## src/rtl/i2c_sb_sequencer.sv

```systemverilog
// Plays a table of I2C write transactions through the iCE40 SB_I2C system bus,
// with NACK retry, bus-access/poll timeouts and a start/busy/done/error handshake.
module i2c_sb_sequencer #(
    parameter logic [3:0] BUS_ADDR74    = 4'b0001,
    parameter logic [6:0] DEV_ADDR      = 7'h3C,
    parameter int         NUM_CMDS      = 16,
    parameter int         BYTES_PER_CMD = 2,
    parameter logic [9:0] PRESCALE      = 10'd60,
    parameter int         ACK_TIMEOUT   = 64,
    parameter int         POLL_LIMIT    = 4096,
    parameter int         MAX_RETRIES   = 3,
    parameter int         CW            = (NUM_CMDS > 1) ? $clog2(NUM_CMDS) : 1
) (
    input  logic                       clock,
    input  logic                       reset,
    input  logic                       start,
    output logic                       busy,
    output logic                       done,
    output logic                       error,
    output logic [CW-1:0]              err_index,
    output logic [CW-1:0]              cmd_index,
    input  logic [8*BYTES_PER_CMD-1:0] cmd_data,
    output logic                       sbrw,
    output logic                       sbstb,
    output logic [7:0]                 sbadr,
    output logic [7:0]                 sbdat_to_peripheral,
    input  logic [7:0]                 sbdat_from_peripheral,
    input  logic                       sback
);

    localparam int AW = $clog2(ACK_TIMEOUT + 1);
    localparam int PW = $clog2(POLL_LIMIT + 1);
    localparam int RW = (MAX_RETRIES > 0) ? $clog2(MAX_RETRIES + 1) : 1;

    localparam logic [AW-1:0] ACK_LAST  = AW'(ACK_TIMEOUT - 1);
    localparam logic [PW-1:0] POLL_LAST = PW'(POLL_LIMIT - 1);
    localparam logic [RW-1:0] RETRY_MAX = RW'(MAX_RETRIES);
    localparam logic [CW-1:0] LAST_CMD  = CW'(NUM_CMDS - 1);
    localparam logic [2:0]    NUM_BYTES = 3'(BYTES_PER_CMD);

    localparam logic [3:0] OFF_CR1   = 4'h8;
    localparam logic [3:0] OFF_CMDR  = 4'h9;
    localparam logic [3:0] OFF_BRLSB = 4'hA;
    localparam logic [3:0] OFF_BRMSB = 4'hB;
    localparam logic [3:0] OFF_SR    = 4'hC;
    localparam logic [3:0] OFF_TXDR  = 4'hD;

    localparam int SR_TRRDY = 2;
    localparam int SR_RARC  = 5;
    localparam int SR_BUSY  = 6;

    localparam logic [3:0] S_IDLE      = 4'd0;
    localparam logic [3:0] S_INIT_CR1  = 4'd1;
    localparam logic [3:0] S_INIT_BRL  = 4'd2;
    localparam logic [3:0] S_INIT_BRM  = 4'd3;
    localparam logic [3:0] S_ADDR      = 4'd4;
    localparam logic [3:0] S_START     = 4'd5;
    localparam logic [3:0] S_POLL_TX   = 4'd6;
    localparam logic [3:0] S_CHECK     = 4'd7;
    localparam logic [3:0] S_DATA_TX   = 4'd8;
    localparam logic [3:0] S_DATA_CMD  = 4'd9;
    localparam logic [3:0] S_STOP      = 4'd10;
    localparam logic [3:0] S_POLL_IDLE = 4'd11;
    localparam logic [3:0] S_NEXT      = 4'd12;
    localparam logic [3:0] S_DONE      = 4'd13;
    localparam logic [3:0] S_ERR       = 4'd14;

    logic [3:0]    state;
    logic          init_done;
    logic          nack;
    logic [RW-1:0] retries;
    logic [2:0]    byte_idx;
    logic [AW-1:0] ack_cnt;
    logic [PW-1:0] poll_cnt;
    logic [7:0]    sr_q;

    logic [3:0]    acc_off;
    logic          acc_rw;
    logic [7:0]    acc_dat;
    logic [7:0]    tx_byte;
    logic          poll_ok;
    logic          unused_sr;

    assign busy  = (state != S_IDLE) && (state != S_DONE) && (state != S_ERR);
    assign done  = (state == S_DONE);
    assign error = (state == S_ERR);

    assign unused_sr = ^{sr_q[7:6], sr_q[4:0]};

    assign poll_ok = (state == S_POLL_TX) ? sbdat_from_peripheral[SR_TRRDY]
                                          : !sbdat_from_peripheral[SR_BUSY];

    always_comb begin
        tx_byte = '0;
        for (int unsigned b = 0; b < BYTES_PER_CMD; b++) begin
            if (byte_idx == 3'(b)) tx_byte = cmd_data[8*b +: 8];
        end
    end

    // Register offset, direction and write data for the access each bus state performs
    always_comb begin
        acc_off = OFF_SR;
        acc_rw  = 1'b0;
        acc_dat = '0;
        case (state)
            S_INIT_CR1: begin acc_off = OFF_CR1;   acc_rw = 1'b1; acc_dat = 8'h80; end
            S_INIT_BRL: begin acc_off = OFF_BRLSB; acc_rw = 1'b1; acc_dat = PRESCALE[7:0]; end
            S_INIT_BRM: begin acc_off = OFF_BRMSB; acc_rw = 1'b1; acc_dat = {6'b0, PRESCALE[9:8]}; end
            S_ADDR:     begin acc_off = OFF_TXDR;  acc_rw = 1'b1; acc_dat = {DEV_ADDR, 1'b0}; end
            S_START:    begin acc_off = OFF_CMDR;  acc_rw = 1'b1; acc_dat = 8'h94; end
            S_DATA_TX:  begin acc_off = OFF_TXDR;  acc_rw = 1'b1; acc_dat = tx_byte; end
            S_DATA_CMD: begin acc_off = OFF_CMDR;  acc_rw = 1'b1; acc_dat = 8'h14; end
            S_STOP:     begin acc_off = OFF_CMDR;  acc_rw = 1'b1; acc_dat = 8'h44; end
            default: ;
        endcase
    end

    always_ff @(posedge clock) begin
        if (reset) begin
            state               <= S_IDLE;
            init_done           <= 1'b0;
            nack                <= 1'b0;
            retries             <= '0;
            byte_idx            <= '0;
            ack_cnt             <= '0;
            poll_cnt            <= '0;
            sr_q                <= '0;
            cmd_index           <= '0;
            err_index           <= '0;
            sbstb               <= 1'b0;
            sbrw                <= 1'b0;
            sbadr               <= '0;
            sbdat_to_peripheral <= '0;
        end else begin
            case (state)
                S_IDLE: begin
                    if (start) begin
                        cmd_index <= '0;
                        err_index <= '0;
                        retries   <= '0;
                        nack      <= 1'b0;
                        byte_idx  <= '0;
                        poll_cnt  <= '0;
                        state     <= init_done ? S_ADDR : S_INIT_CR1;
                    end
                end
                S_CHECK: begin
                    if (sr_q[SR_RARC]) begin
                        nack  <= 1'b1;
                        state <= S_STOP;
                    end else if (byte_idx == NUM_BYTES) begin
                        state <= S_STOP;
                    end else begin
                        state <= S_DATA_TX;
                    end
                end
                S_NEXT: begin
                    if (nack) begin
                        nack <= 1'b0;
                        if (retries < RETRY_MAX) begin
                            retries <= retries + RW'(1);
                            state   <= S_ADDR;
                        end else begin
                            err_index <= cmd_index;
                            state     <= S_ERR;
                        end
                    end else begin
                        retries <= '0;
                        if (cmd_index == LAST_CMD) begin
                            state <= S_DONE;
                        end else begin
                            cmd_index <= cmd_index + CW'(1);
                            state     <= S_ADDR;
                        end
                    end
                end
                S_DONE, S_ERR: state <= S_IDLE;
                S_INIT_CR1, S_INIT_BRL, S_INIT_BRM, S_ADDR, S_START, S_POLL_TX,
                S_DATA_TX, S_DATA_CMD, S_STOP, S_POLL_IDLE: begin
                    // Launch with sbstb low, hold until sback, then drop sbstb for one cycle
                    if (!sbstb) begin
                        sbstb               <= 1'b1;
                        sbadr               <= {BUS_ADDR74, acc_off};
                        sbrw                <= acc_rw;
                        sbdat_to_peripheral <= acc_dat;
                        ack_cnt             <= '0;
                    end else if (sback) begin
                        sbstb <= 1'b0;
                        sr_q  <= sbdat_from_peripheral;
                        case (state)
                            S_INIT_CR1: state <= S_INIT_BRL;
                            S_INIT_BRL: state <= S_INIT_BRM;
                            S_INIT_BRM: begin
                                init_done <= 1'b1;
                                state     <= S_ADDR;
                            end
                            S_ADDR:  state <= S_START;
                            S_START: begin
                                byte_idx <= '0;
                                state    <= S_POLL_TX;
                            end
                            S_DATA_TX:  state <= S_DATA_CMD;
                            S_DATA_CMD: begin
                                byte_idx <= byte_idx + 3'd1;
                                state    <= S_POLL_TX;
                            end
                            S_STOP: state <= S_POLL_IDLE;
                            S_POLL_TX, S_POLL_IDLE: begin
                                if (poll_ok) begin
                                    poll_cnt <= '0;
                                    state    <= (state == S_POLL_TX) ? S_CHECK : S_NEXT;
                                end else if (poll_cnt == POLL_LAST) begin
                                    err_index <= cmd_index;
                                    state     <= S_ERR;
                                end else begin
                                    poll_cnt <= poll_cnt + PW'(1);
                                end
                            end
                            default: state <= S_IDLE;
                        endcase
                    end else if (ack_cnt == ACK_LAST) begin
                        sbstb     <= 1'b0;
                        err_index <= cmd_index;
                        state     <= S_ERR;
                    end else begin
                        ack_cnt <= ack_cnt + AW'(1);
                    end
                end
                default: state <= S_IDLE;
            endcase
        end
    end

endmodule

```

## config.mk

```make
export PLATFORM = sky130hd
export DESIGN_NAME = i2c_sb_sequencer
export DESIGN_NICKNAME = d
export VERILOG_FILES = /design/src/rtl/i2c_sb_sequencer.sv
export SDC_FILE = /design/constraint.sdc
export NUM_CORES = 1
export LEC_CHECK = 0
export ABC_CLOCK_PERIOD_IN_PS = 3400
export BUFFER_PORTS_ARGS = -buffer_cell sky130_fd_sc_hd__buf_4
export CORE_MARGIN = 2
export CORE_UTILIZATION = 55
export DETAILED_ROUTE_END_ITERATION = 7
export PLACE_DENSITY = 0.76
export SYNTH_ARGS = -nofsm -noshare
export SYNTH_HDL_FRONTEND = slang
export SYNTH_SLANG_ARGS = --single-unit
```

## constraint.sdc

```tcl
create_clock -name clock -period 3.4 [get_ports clock]
set_input_delay 0.34 -clock clock [delete_from_list [all_inputs] [get_ports clock]]
set_output_delay 0.34 -clock clock [all_outputs]
set_load 0.05 [all_outputs]
```

==> results.json <==
{
  "overflow": 0,
  "crit_start": "state[2]$_SDFFE_PP0P_",
  "cts_root_buffer": "clkbuf_8",
  "place.gp.congestion": 0.8412,
  "top_usage_layer": "met2",
  "grtUsageTotal_pct": 24.04,
  "crit_type": "register to register",
  "switchingPower_mw": 1.488,
  "cts_tree": "done",
  "cts.reportedPaths.clkPinSlew_ps": 100,
  "numCtsBuffers": 5,
  "internal-power_mw": 1.576,
  "combinationalPowerShare_pct": 59.4,
  "coreArea_sq_um": 6314,
  "synth-edff-count": 0,
  "die_y_um": 84.62,
  "cts_setup_buffers": 0,
  "area_delta_synth_final_pct": 12.36,
  "grtUsageMet3_pct": 4.523,
  "fin_crit_ps": 2833,
  "nNetsFinal": 492,
  "rsz0062_at_grt": "no",
  "rows": 29,
  "synth-xor-area-share_pct": 1.225,
  "swShare_pct": 48.57,
  "holdWs_ps": 259.3,
  "portBuffers": 48,
  "ys_types": 79,
  "power.density_nw_per_um2": 763.0,
  "netlist_area_sq_um": 3575,
  "use_met1_pct": 32.42,
  "crit_chain": "buf_4 -> nor4_4 -> a21oi_2 -> a211oi_2 -> o31ai_4 -> mux2_1",
  "cp-start-kind": "register",
  "cts_num_sinks": 54,
  "finalHoldViolations": 0,
  "first_global_vias": 3059,
  "post-synth-top-count-cell": "dfxtp_1",
  "period_share_pct": 83.34,
  "hpwl_um": 6024,
  "synth-seq-area-share_pct": 30.24,
  "avgViaCountPerCell": 6.232,
  "fill_cells": 565,
  "vias": 3328,
  "wl_um": 8573,
  "synth.ff_latch_count": 54,
  "ff2ff_path_depth": 6,
  "synth_top_family_by_area": "compound AO/OA/AOI/OAI gates",
  "regArea_sq_um": 1081,
  "synth-compound-area-share_pct": 28.18,
  "ant_nets": 0,
  "finalClockSkew_ps": 6.442,
  "r2r_start": "state[2]$_SDFFE_PP0P_",
  "hold_buffers": 0,
  "drive_above_1_share_pct": 21.44,
  "yosys.area.top_type": "dfxtp_1",
  "h-tree-depth": 2,
  "drc_errors": 0,
  "whs_endpoint": "sr_q[5]$_SDFFE_PP0P_",
  "r2r_slack_ps": 570,
  "synth_fa_ha_area_share_pct": 2.800,
  "ys_warn_count": 0,
  "max-cap-violations": 0,
  "path_buf_inv": 1,
  "die_width_um": 84.62,
  "leakagePower_nw": 1.486,
  "worst_pin_slew_ps": 1150,
  "ios": 57,
  "critPathTopFamily": "compound AO/OA/AOI/OAI gates",
  "hold_depth": 3,
  "clkLatencyLatePin_ps": 310,
  "slowest_stage": "a21oi_2",
  "syn_area_per_cell_sq_um": 8.391,
  "synthTopCellsByCount": "dfxtp_1, nand2_1, nor2_1",
  "worstPathRequired_ps": 3610,
  "finalMaxSlewViolations": 0,
  "cp.depth": 6,
  "setup_tns_ps": 0,
  "grt_start_max_net_pins": 67,
  "multiInputGateArea_sq_um": 2233,
  "reg2reg_to": "state[1]$_SDFFE_PP0P_",
  "worstPathArrival_ps": 3040,
  "synthSimpleGateAreaFrac_pct": 26.78,
  "hp-class": "primary input to register",
  "status": "finished clean",
  "synth_area_leaders": "dfxtp_1, a221oi_2, a21oi_1, nand2b_1, o21ai_0",
  "critPathMaxFanout": 18,
  "synth_top_area_share_pct": 30.24,
  "finalSetupViolCount": 0,
  "max_freq_mhz": 352.9,
  "start_util_pct": 56.62,
  "num_antenna_cells": 0,
  "post-route-util_pct": 63.61,
  "grt_pass1_wl_um": 14470,
  "first_pass_iters": 5,
  "clockBufferDepth": 2,
  "use_met2_pct": 40.16,
  "synth_mux_area_share_pct": 3.185,
  "seq_power_share_pct": 26.1,
  "wl_per_cell_um": 16.05,
  "ir_worst_vdd_v": 0.0005092,
  "cts_resized": 0,
  "drtIter0Drc": 306,
  "clkPwrFrac_pct": 14.6,
  "min_from": "sbdat_from_peripheral[5]",
  "synth_cells": 426,
  "relSlewSlack_pct": 23.36,
  "yosys_most_used_dff": "dfxtp_1",
  "antenna_found_initial": 0,
  "async_flop_share_pct": 0,
  "cpPeakStageDelay_ps": 870,
  "die_area_sq_um": 7161,
  "cp-end-kind": "register"
}
## cell families (layout without fill, tap and decap cells)
family,Yosys count,in the layout
other,1,3
adders and majority gates,8,8
buffers and inverters,54,83
xor gates and xnor gates,5,5
AOI/OAI and AO/OA,123,123
DFF,54,54
and+or+nand+nor,170,170
muxes,11,11
## metrics by stage
| stage | instance area (sq um) | total power, mW | cells | setup slack (ps) |
|---|---|---|---|---|
| 2_1_floorplan | 3582 | 2.264 | 428 | 1219 |
| 3_5_place_dp | 3906 | 2.613 | 526 | 664.3 |
| 6_report | 4016 | 3.065 | 534 | 566.5 |
| 4_1_cts | 4016 | 3.052 | 534 | 643.4 |
| 5_1_grt | 4016 | 3.235 | 534 | 445.6 |
| 3_3_place_gp | 3906 | 2.574 | 526 | 704.0 |
## cell usage in the layout (no fill, tap or decap), types with 12 or more instances in the layout
cell type / instances
nand3_1: 18
nor3_1: 12
or3_1: 12
nor2_1: 27
o21ai_0: 23
nand2_1: 28
nand2b_1: 19
dfxtp_1: 54
buf_4: 57
inv_1: 18
a21oi_1: 25
## worst max path at each step
| stage | to | slack (ps) |
|---|---|---|
| after global placement | state[1]$_SDFFE_PP0P_ | 700 |
| after floorplan | busy | 1220 |
| final | state[1]$_SDFFE_PP0P_ | 570 |
| after global routing | poll_cnt[11]$_SDFFE_PP0P_ | 450 |
| after detailed placement | state[1]$_SDFFE_PP0P_ | 660 |
| after CTS | state[1]$_SDFFE_PP0P_ | 640 |
## routing by layer
metal,share of wire [%],wire [um]
met5,0,0
met4,0.69,59
met3,5.1,438
met2,49,4175
met1,45,3899
## power groups by stage
stage	Sequential, mW	Clock (mW)	Combinational [mW]
finish	0.800	0.446	1.82
global placement	0.807	0	1.77
CTS	0.797	0.449	1.81
detailed placement	0.812	0	1.80
global route	0.812	0.473	1.95
floorplan	0.906	0	1.36
## worst register-to-register path, cell delays in order (launching register included)
cell,delay [ps]
dfxtp_1,630
buf_4,290
nor4_4,100
a21oi_2,870
a211oi_2,280
o31ai_4,190
mux2_1,360
## flip-flops by register name, summed over array words and instances, names as in the netlist, 2 cells and up
signal               count
ack_cnt                  7
err_index                4
sbdat_to_peripheral      8
byte_idx                 3
sbadr                    4
poll_cnt                13
retries                  2
cmd_index                4
state                    4
## area by class of cell
| type | count | share of cell area [%] |
|---|---|---|
| Clock buffer | 6 | 1.807 |
| Clock inverter | 2 | 0.9346 |
| Inverter | 18 | 1.682 |
| Multi-Input combinational cell | 320 | 55.61 |
| Sequential cell | 54 | 26.92 |
| Tap cell | 77 | 2.399 |
| Timing Repair Buffer | 57 | 10.65 |
(Power assumes the default switching activity.)
